**config.mk**
```make
export PLATFORM = sky130hd
export DESIGN_NAME = vga_frame_writer_flat
export DESIGN_NICKNAME = d
export VERILOG_FILES = /design/src/rtl/vga_frame_writer_if.sv /design/src/rtl/vga_frame_writer.sv /design/src/flat_wrapper.sv
export SDC_FILE = /design/constraint.sdc
export NUM_CORES = 1
export LEC_CHECK = 0
export BUFFER_PORTS_ARGS = -buffer_cell sky130_fd_sc_hd__buf_2
export CAP_MARGIN = 10
export CORE_UTILIZATION = 59
export CTS_CLUSTER_DIAMETER = 100
export DETAILED_ROUTE_END_ITERATION = 8
export GPL_TIMING_DRIVEN = 0
export PLACE_DENSITY = 0.8
export SLEW_MARGIN = 30
export SYNTH_ARGS = -nofsm -noshare
export SYNTH_HDL_FRONTEND = slang
export SYNTH_SLANG_ARGS = --single-unit
```
**constraint.sdc**
```tcl
create_clock -name clock -period 3.3 [get_ports clock]
set_input_delay 0.33 -clock clock [delete_from_list [all_inputs] [get_ports clock]]
set_output_delay 0.33 -clock clock [all_outputs]
set_load 0.1 [all_outputs]
```
**src/rtl/vga_frame_writer_if.sv**
```systemverilog
// Pixel-stream and frame-memory write bundle for the VGA frame writer.
// Latency: none (wires only).
// Backpressure: pix_ready is the only stall signal; memory writes are never stalled.
interface vga_frame_writer_if #(
    parameter int ADDR_W = 11
);
    logic [7:0]        pix_data;
    logic              pix_valid;
    logic              pix_ready;
    logic              flush;
    logic              clear;
    logic              mem_we;
    logic [ADDR_W-1:0] mem_addr;
    logic [31:0]       mem_data;
    logic              frame_done;
    logic              clear_done;
    logic              busy;

    // Pixel source / controller side.
    modport master (
        output pix_data, pix_valid, flush, clear,
        input  pix_ready, mem_we, mem_addr, mem_data, frame_done, clear_done, busy
    );

    // Frame writer side.
    modport slave (
        input  pix_data, pix_valid, flush, clear,
        output pix_ready, mem_we, mem_addr, mem_data, frame_done, clear_done, busy
    );
endinterface

```
**src/rtl/vga_frame_writer.sv**
```systemverilog
// Packs 8-bit grey pixels MSB-first into 32-bit words and writes them to frame memory; also flush and full clear.
// Latency: 4th byte (or flush) accepted on edge N -> mem_we during cycle N+1; clear takes DEPTH write cycles.
// Backpressure: pix_ready drops during WRITE/CLEAR and when clear is high; memory side never stalls.
module vga_frame_writer #(
    parameter int          ADDR_W = 11,
    parameter int          DEPTH  = 2048,
    parameter logic [31:0] FILL   = 32'h0000_0000,
    parameter logic [7:0]  PAD    = 8'h00
) (
    input  logic              clock,
    input  logic              reset_n,
    vga_frame_writer_if.slave bus
);

    typedef enum logic [1:0] {
        S_PACK  = 2'd0,
        S_WRITE = 2'd1,
        S_CLEAR = 2'd2
    } state_t;

    localparam logic [ADDR_W-1:0] LAST_ADDR = ADDR_W'(DEPTH - 1);

    state_t            r_state;
    state_t            w_state_nxt;
    logic [1:0]        r_lane;
    logic [ADDR_W-1:0] r_wptr;
    logic [ADDR_W-1:0] r_clr_ptr;
    logic [31:0]       r_word;
    logic              r_clr_pend;
    logic [ADDR_W-1:0] r_hold_addr;
    logic [31:0]       r_hold_data;

    logic              w_in_pack;
    logic              w_pix_ready;
    logic              w_accept;
    logic [2:0]        w_cnt;
    logic              w_word_done;
    logic              w_flush_go;
    logic [31:0]       w_word_acc;
    logic [31:0]       w_word_nxt;

    assign w_in_pack   = (r_state == S_PACK);
    // reset_n gating keeps ready low while held in reset even though the state reads PACK.
    assign w_pix_ready = w_in_pack & reset_n & ~bus.clear;
    assign w_accept    = bus.pix_valid & w_pix_ready;
    assign w_cnt       = {1'b0, r_lane} + {2'b00, w_accept};
    assign w_word_done = w_accept & (r_lane == 2'd3);
    // A flush landing with the 4th byte is absorbed: that word goes out through w_word_done.
    assign w_flush_go  = w_in_pack & ~bus.clear & bus.flush & (w_cnt != 3'd0) & (w_cnt != 3'd4);

    // Merge the accepted byte into its lane, then pad the unfilled lanes on a flush.
    always_comb begin
        w_word_acc = r_word;
        if (w_accept) begin
            case (r_lane)
                2'd0:    w_word_acc[31:24] = bus.pix_data;
                2'd1:    w_word_acc[23:16] = bus.pix_data;
                2'd2:    w_word_acc[15:8]  = bus.pix_data;
                default: w_word_acc[7:0]   = bus.pix_data;
            endcase
        end
        w_word_nxt = w_word_acc;
        if (w_flush_go) begin
            for (int i = 0; i < 4; i++) begin
                if (i >= int'(w_cnt)) begin
                    w_word_nxt[31-8*i -: 8] = PAD;
                end
            end
        end
    end

    // State register.
    always_ff @(posedge clock or negedge reset_n) begin
        if (!reset_n) begin
            r_state <= S_PACK;
        end else begin
            r_state <= w_state_nxt;
        end
    end

    // Next-state: clear beats flush beats pixel accept while packing.
    always_comb begin
        w_state_nxt = r_state;
        case (r_state)
            S_PACK: begin
                if (bus.clear) begin
                    w_state_nxt = S_CLEAR;
                end else if (w_word_done | w_flush_go) begin
                    w_state_nxt = S_WRITE;
                end
            end
            S_WRITE: begin
                w_state_nxt = (bus.clear | r_clr_pend) ? S_CLEAR : S_PACK;
            end
            S_CLEAR: begin
                if (r_clr_ptr == LAST_ADDR) begin
                    w_state_nxt = S_PACK;
                end
            end
            default: w_state_nxt = S_PACK;
        endcase
    end

    // Pack register, pointers and the last-write hold registers.
    always_ff @(posedge clock or negedge reset_n) begin
        if (!reset_n) begin
            r_lane      <= 2'd0;
            r_wptr      <= '0;
            r_clr_ptr   <= '0;
            r_word      <= 32'd0;
            r_clr_pend  <= 1'b0;
            r_hold_addr <= '0;
            r_hold_data <= 32'd0;
        end else begin
            case (r_state)
                S_PACK: begin
                    if (bus.clear) begin
                        r_lane <= 2'd0;
                    end else begin
                        r_word <= w_word_nxt;
                        if (w_accept) begin
                            r_lane <= r_lane + 2'd1;
                        end
                    end
                end
                S_WRITE: begin
                    r_hold_addr <= r_wptr;
                    r_hold_data <= r_word;
                    r_wptr      <= r_wptr + 1'b1;
                    r_lane      <= 2'd0;
                    if (bus.clear) begin
                        r_clr_pend <= 1'b1;
                    end
                end
                S_CLEAR: begin
                    r_clr_pend  <= 1'b0;
                    r_hold_addr <= r_clr_ptr;
                    r_hold_data <= FILL;
                    if (r_clr_ptr == LAST_ADDR) begin
                        r_clr_ptr <= '0;
                        r_wptr    <= '0;
                        r_lane    <= 2'd0;
                    end else begin
                        r_clr_ptr <= r_clr_ptr + 1'b1;
                    end
                end
                default: begin
                    r_lane <= 2'd0;
                end
            endcase
        end
    end

    // Outputs decode registered state; address/data hold the last write when idle.
    assign bus.pix_ready  = w_pix_ready;
    assign bus.mem_we     = (r_state == S_WRITE) | (r_state == S_CLEAR);
    assign bus.mem_addr   = (r_state == S_WRITE) ? r_wptr :
                            (r_state == S_CLEAR) ? r_clr_ptr : r_hold_addr;
    assign bus.mem_data   = (r_state == S_WRITE) ? r_word :
                            (r_state == S_CLEAR) ? FILL : r_hold_data;
    assign bus.frame_done = (r_state == S_WRITE) & (r_wptr == LAST_ADDR);
    assign bus.clear_done = (r_state == S_CLEAR) & (r_clr_ptr == LAST_ADDR);
    assign bus.busy       = (r_state != S_PACK) | r_clr_pend;

endmodule
```
**src/flat_wrapper.sv**
```systemverilog
// flat-port wrapper written by rule: the top's interface ports become plain ports
module vga_frame_writer_flat 
#(
    parameter int          ADDR_W = 11,
    parameter int          DEPTH  = 2048,
    parameter logic [31:0] FILL   = 32'h0000_0000,
    parameter logic [7:0]  PAD    = 8'h00
)
  (clock, reset_n, bus_pix_data, bus_pix_valid, bus_flush, bus_clear, bus_pix_ready, bus_mem_we, bus_mem_addr, bus_mem_data, bus_frame_done, bus_clear_done, bus_busy);
  vga_frame_writer_if #(.ADDR_W(ADDR_W)) bus_i ();
  input  logic clock;
  input  logic reset_n;
  input wire logic [$bits(bus_i.pix_data)-1:0] bus_pix_data;
  input wire logic [$bits(bus_i.pix_valid)-1:0] bus_pix_valid;
  input wire logic [$bits(bus_i.flush)-1:0] bus_flush;
  input wire logic [$bits(bus_i.clear)-1:0] bus_clear;
  output wire logic [$bits(bus_i.pix_ready)-1:0] bus_pix_ready;
  output wire logic [$bits(bus_i.mem_we)-1:0] bus_mem_we;
  output wire logic [$bits(bus_i.mem_addr)-1:0] bus_mem_addr;
  output wire logic [$bits(bus_i.mem_data)-1:0] bus_mem_data;
  output wire logic [$bits(bus_i.frame_done)-1:0] bus_frame_done;
  output wire logic [$bits(bus_i.clear_done)-1:0] bus_clear_done;
  output wire logic [$bits(bus_i.busy)-1:0] bus_busy;
  assign bus_i.pix_data = bus_pix_data;
  assign bus_i.pix_valid = bus_pix_valid;
  assign bus_i.flush = bus_flush;
  assign bus_i.clear = bus_clear;
  assign bus_pix_ready = bus_i.pix_ready;
  assign bus_mem_we = bus_i.mem_we;
  assign bus_mem_addr = bus_i.mem_addr;
  assign bus_mem_data = bus_i.mem_data;
  assign bus_frame_done = bus_i.frame_done;
  assign bus_clear_done = bus_i.clear_done;
  assign bus_busy = bus_i.busy;
  vga_frame_writer #(.ADDR_W(ADDR_W), .DEPTH(DEPTH), .FILL(FILL), .PAD(PAD)) u_core (.clock(clock), .reset_n(reset_n), .bus(bus_i));
endmodule
```
==> results.toml <==
[outcome]
status = "complete, no violations"

[cells_and_area]
stdcell_area_um2 = 5993
diodes = 0
area_growth_pct = 12.73
multiInputGateArea_um2 = 2507
layout.nets = 618
nFillCells = 692
ff_latch_area_um2 = 2552
drive_gt1_share_pct = 22.82
stdcell_count = 704

[clock_network]
cts.sinks = 102
clk_pin_slew_worst_paths_ns = 0.09
root_buffer = "clkbuf_8"
clkLatencyLatePin_ns = 0.39
cts_tree = "done"
post-cts-setup-buffer-count = 0
cts_made_buffers = 9
h-tree-depth = 3
clk_path_buf_depth = 2

[die]
die-width_um = 96.93
placementRows = 34
fp.dieH_um = 96.93
boundaryPins = 61
dieArea_um2 = 9394
start_util_pct = 60.96
core_um2 = 8721

[sta]
final_hold_viol_count = 0
setup_violations = 0
tightestPinTransition_ns = 0.9525
slew_headroom_pct = 36.01
drv_slew = 0
period_share_pct = 96.67
clock_skew_ns = 0.01569
fmax_mhz = 313.5
rsz0062_at_grt = "false"
period_minus_slack_ns = 3.190
fin_tns_setup_ns = 0
setup_ws_ns = 0.1098

[yosys]
synth.area.top_cells = "dfrtp_1 48%, a22o_1 5.9%, a31o_2 5.4%, nor2_1 4.6%, a211oi_1 4.5%"
ys.flop_type = "dfrtp_1"
synth_edf_count = 0
synth_top_cell_area_share_pct = 48.01
synth.largest_area_cell = "dfrtp_1"
syn_nets = 545
syn_area_per_cell_um2 = 10.26
async_flop_share_pct = 100.0
ys_types = 43
synthCells = 518
syn_area_um2 = 5316
ys_seq_area_share_pct = 48.01
ys_ff_latch = 102
yosysWarningCount = 0

[drt]
postRouteAntennaNets = 0
detail_route.wl_per_cell_um = 18.52
dr.first_iter.drc_count = 282
route.detailed.drc = 0
routed_wl_mm = 13.04
vias = 4335
vias_per_cell = 6.158
first_pass_iters = 5

[min_path]
holdCritStartpoint = "bus_clear"
hp-class = "in -> reg"
min_path_cells = 4
holdPathEnd = "u_core.r_clr_pend$_DFFE_PN0P_"

[setup_path]
cp_max_fo = 10
r2r_cells = 10
r2r_start = "u_core.r_state[1]$_DFFE_PN0P_"
cp_data_arrival_time_ns = 2.86
rrSetupSlack_ns = 0.45
crit_required_ns = 2.97
start_kind = "flop"
crit_type = "reg -> out"
cp-end-kind = "primary output"
reg2reg_to = "u_core.r_word[23]$_DFFE_PN0P_"

[grt]
overflow = 0
antenna_found_initial = 0
grt_pass1_wl_mm = 21.36
grt_max_degree = 67
track_usage_pct = 29.11
grt_pass1_vias = 4226

[flow_run]
maxCapViolations = 0

[placed_design]
dp_cells = 687
place_area_um2 = 5786
gp_congestion = 0.9007
pre_cts_ws_ns = 0.4952
port_buffers = 60
dp_hpwl_mm = 9.142

[power]
ir_worst_vdd_uv = 197.0
power_leakage_nw = 2.867
power-per-cell-area_nw_per_um2 = 345.5
-- layer usage --
layer	GRT usage [%]	up-vias	wire length, um
met2	43.50	140	6057
met3	6.286	18	813
met1	41.77	2165	5937
met5	0	-	0
li1	-	2012	-
met4	11.02	0	226
-- timing repair --
item | in CTS | in global routing
setup endpoints to repair | 0 | 12
hold buffers | 1 | 0
gates resized for setup | 0 | 6
hold endpoints to repair | 36 | 0
-- worst max-delay path, stage by stage (launching register included) --
cell,delay (ns)
dfrtp_1,0.37
inv_1,0.08
ha_1,0.28
buf_2,0.24
nor2_1,0.44
clkbuf_1,0.44
a22o_1,0.21
buf_2,0.42
-- through the flow --
stage | hold slack (ns) | util, % | power, mW
after floorplan | 0.03441 | - | 1.275
after global placement | 0.5103 | 65.95 | 1.307
after detailed placement | 0.2571 | 66.34 | 1.312
final | 0.3169 | 68.72 | 2.071
after global routing | 0.3421 | 68.72 | 2.140
after CTS | 0.3197 | 68.62 | 2.076
-- cell usage in the layout (no fill, tap or decap), drive strengths merged, types with 26 or more instances in the layout --
cell and count:
buf 80, nor2 65, a22o 36, nand2 29, a211oi 32, nor2b 36, clkbuf 29, o21ai 26
dfrtp 102, a31o 33
-- power by group --
| group | switching (mW) | internal (mW) |
|---|---|---|
| clock network | 0.474 | 0.309 |
| registers | 0 | 1.25 |
| logic | 0.0279 | 0.0106 |
-- registers in the layout, indices dropped and copies added (netlist names) --
register	count
u_core.r_word	32
u_core.r_hold_data	32
u_core.r_lane	2
u_core.r_clr_ptr	11
u_core.r_state	2
u_core.r_clr_pend	1
u_core.r_wptr	11
u_core.r_hold_addr	11
-- worst max path at each step --
stage                                  start  slack [ns]  cells after the start                             to
3_3_place_gp                         reset_n       -1.00                     10  u_core.r_state[1]$_DFFE_PN0P_
3_5_place_dp   u_core.r_state[1]$_DFFE_PN0P_        0.50                     10   u_core.r_word[2]$_DFFE_PN0P_
2_1_floorplan  u_core.r_state[1]$_DFFE_PN0P_       -0.21                      5                bus_mem_addr[0]
4_1_cts        u_core.r_state[0]$_DFFE_PN0P_        0.07                      7               bus_mem_data[30]
5_1_grt        u_core.r_state[1]$_DFFE_PN0P_       0.002                      6               bus_mem_data[24]
6_report       u_core.r_state[0]$_DFFE_PN0P_        0.11                      7                bus_mem_data[2]
-- Yosys cell counts (2+ instances only) --
library cell / n
dfrtp_1: 102
nor2_1: 65
buf_8: 3
and2_1: 6
buf_6: 6
nand2b_1: 2
buf_2: 4
and2_4: 3
clkbuf_1: 18
nand4_1: 4
nand2_1: 29
mux2i_1: 20
ha_1: 14
xnor2_1: 5
o31ai_1: 2
a22o_1: 36
nor2b_1: 36
nor3_1: 5
o21ai_0: 25
buf_1: 6
nand3_1: 4
inv_1: 9
o21a_1: 2
a21oi_1: 19
nor4_1: 2
a41oi_4: 2
and3_1: 3
a31o_2: 33
a211oi_1: 32
and4_1: 3
xor2_1: 6
-- kinds of logic (layout without fill, tap and decap cells) --
| logic type | count (synthesis) | in the layout | share of synthesized area, % |
|---|---|---|---|
| buffers and inverters | 47 | 125 | 4.918 |
| and+or+nand+nor | 166 | 166 | 15.51 |
| muxes | 20 | 20 | 3.766 |
| AOI/OAI and AO/OA | 158 | 158 | 22.69 |
| xor gates and xnor gates | 11 | 11 | 1.812 |
| DFF | 102 | 102 | 48.01 |
| adders and majority gates | 14 | 14 | 3.295 |
-- layout make-up --
cell class / instances / area share, %
buffer: 38 / 3.862
timing repair buffer: 62 / 5.741
clock inverter: 6 / 0.8559
clock buffer: 10 / 2.296
sequential: 102 / 42.59
tap: 108 / 2.255
multi-input combinational: 369 / 41.84
inverter: 9 / 0.5637
Note: power is estimated with default switching activity, not from simulation.
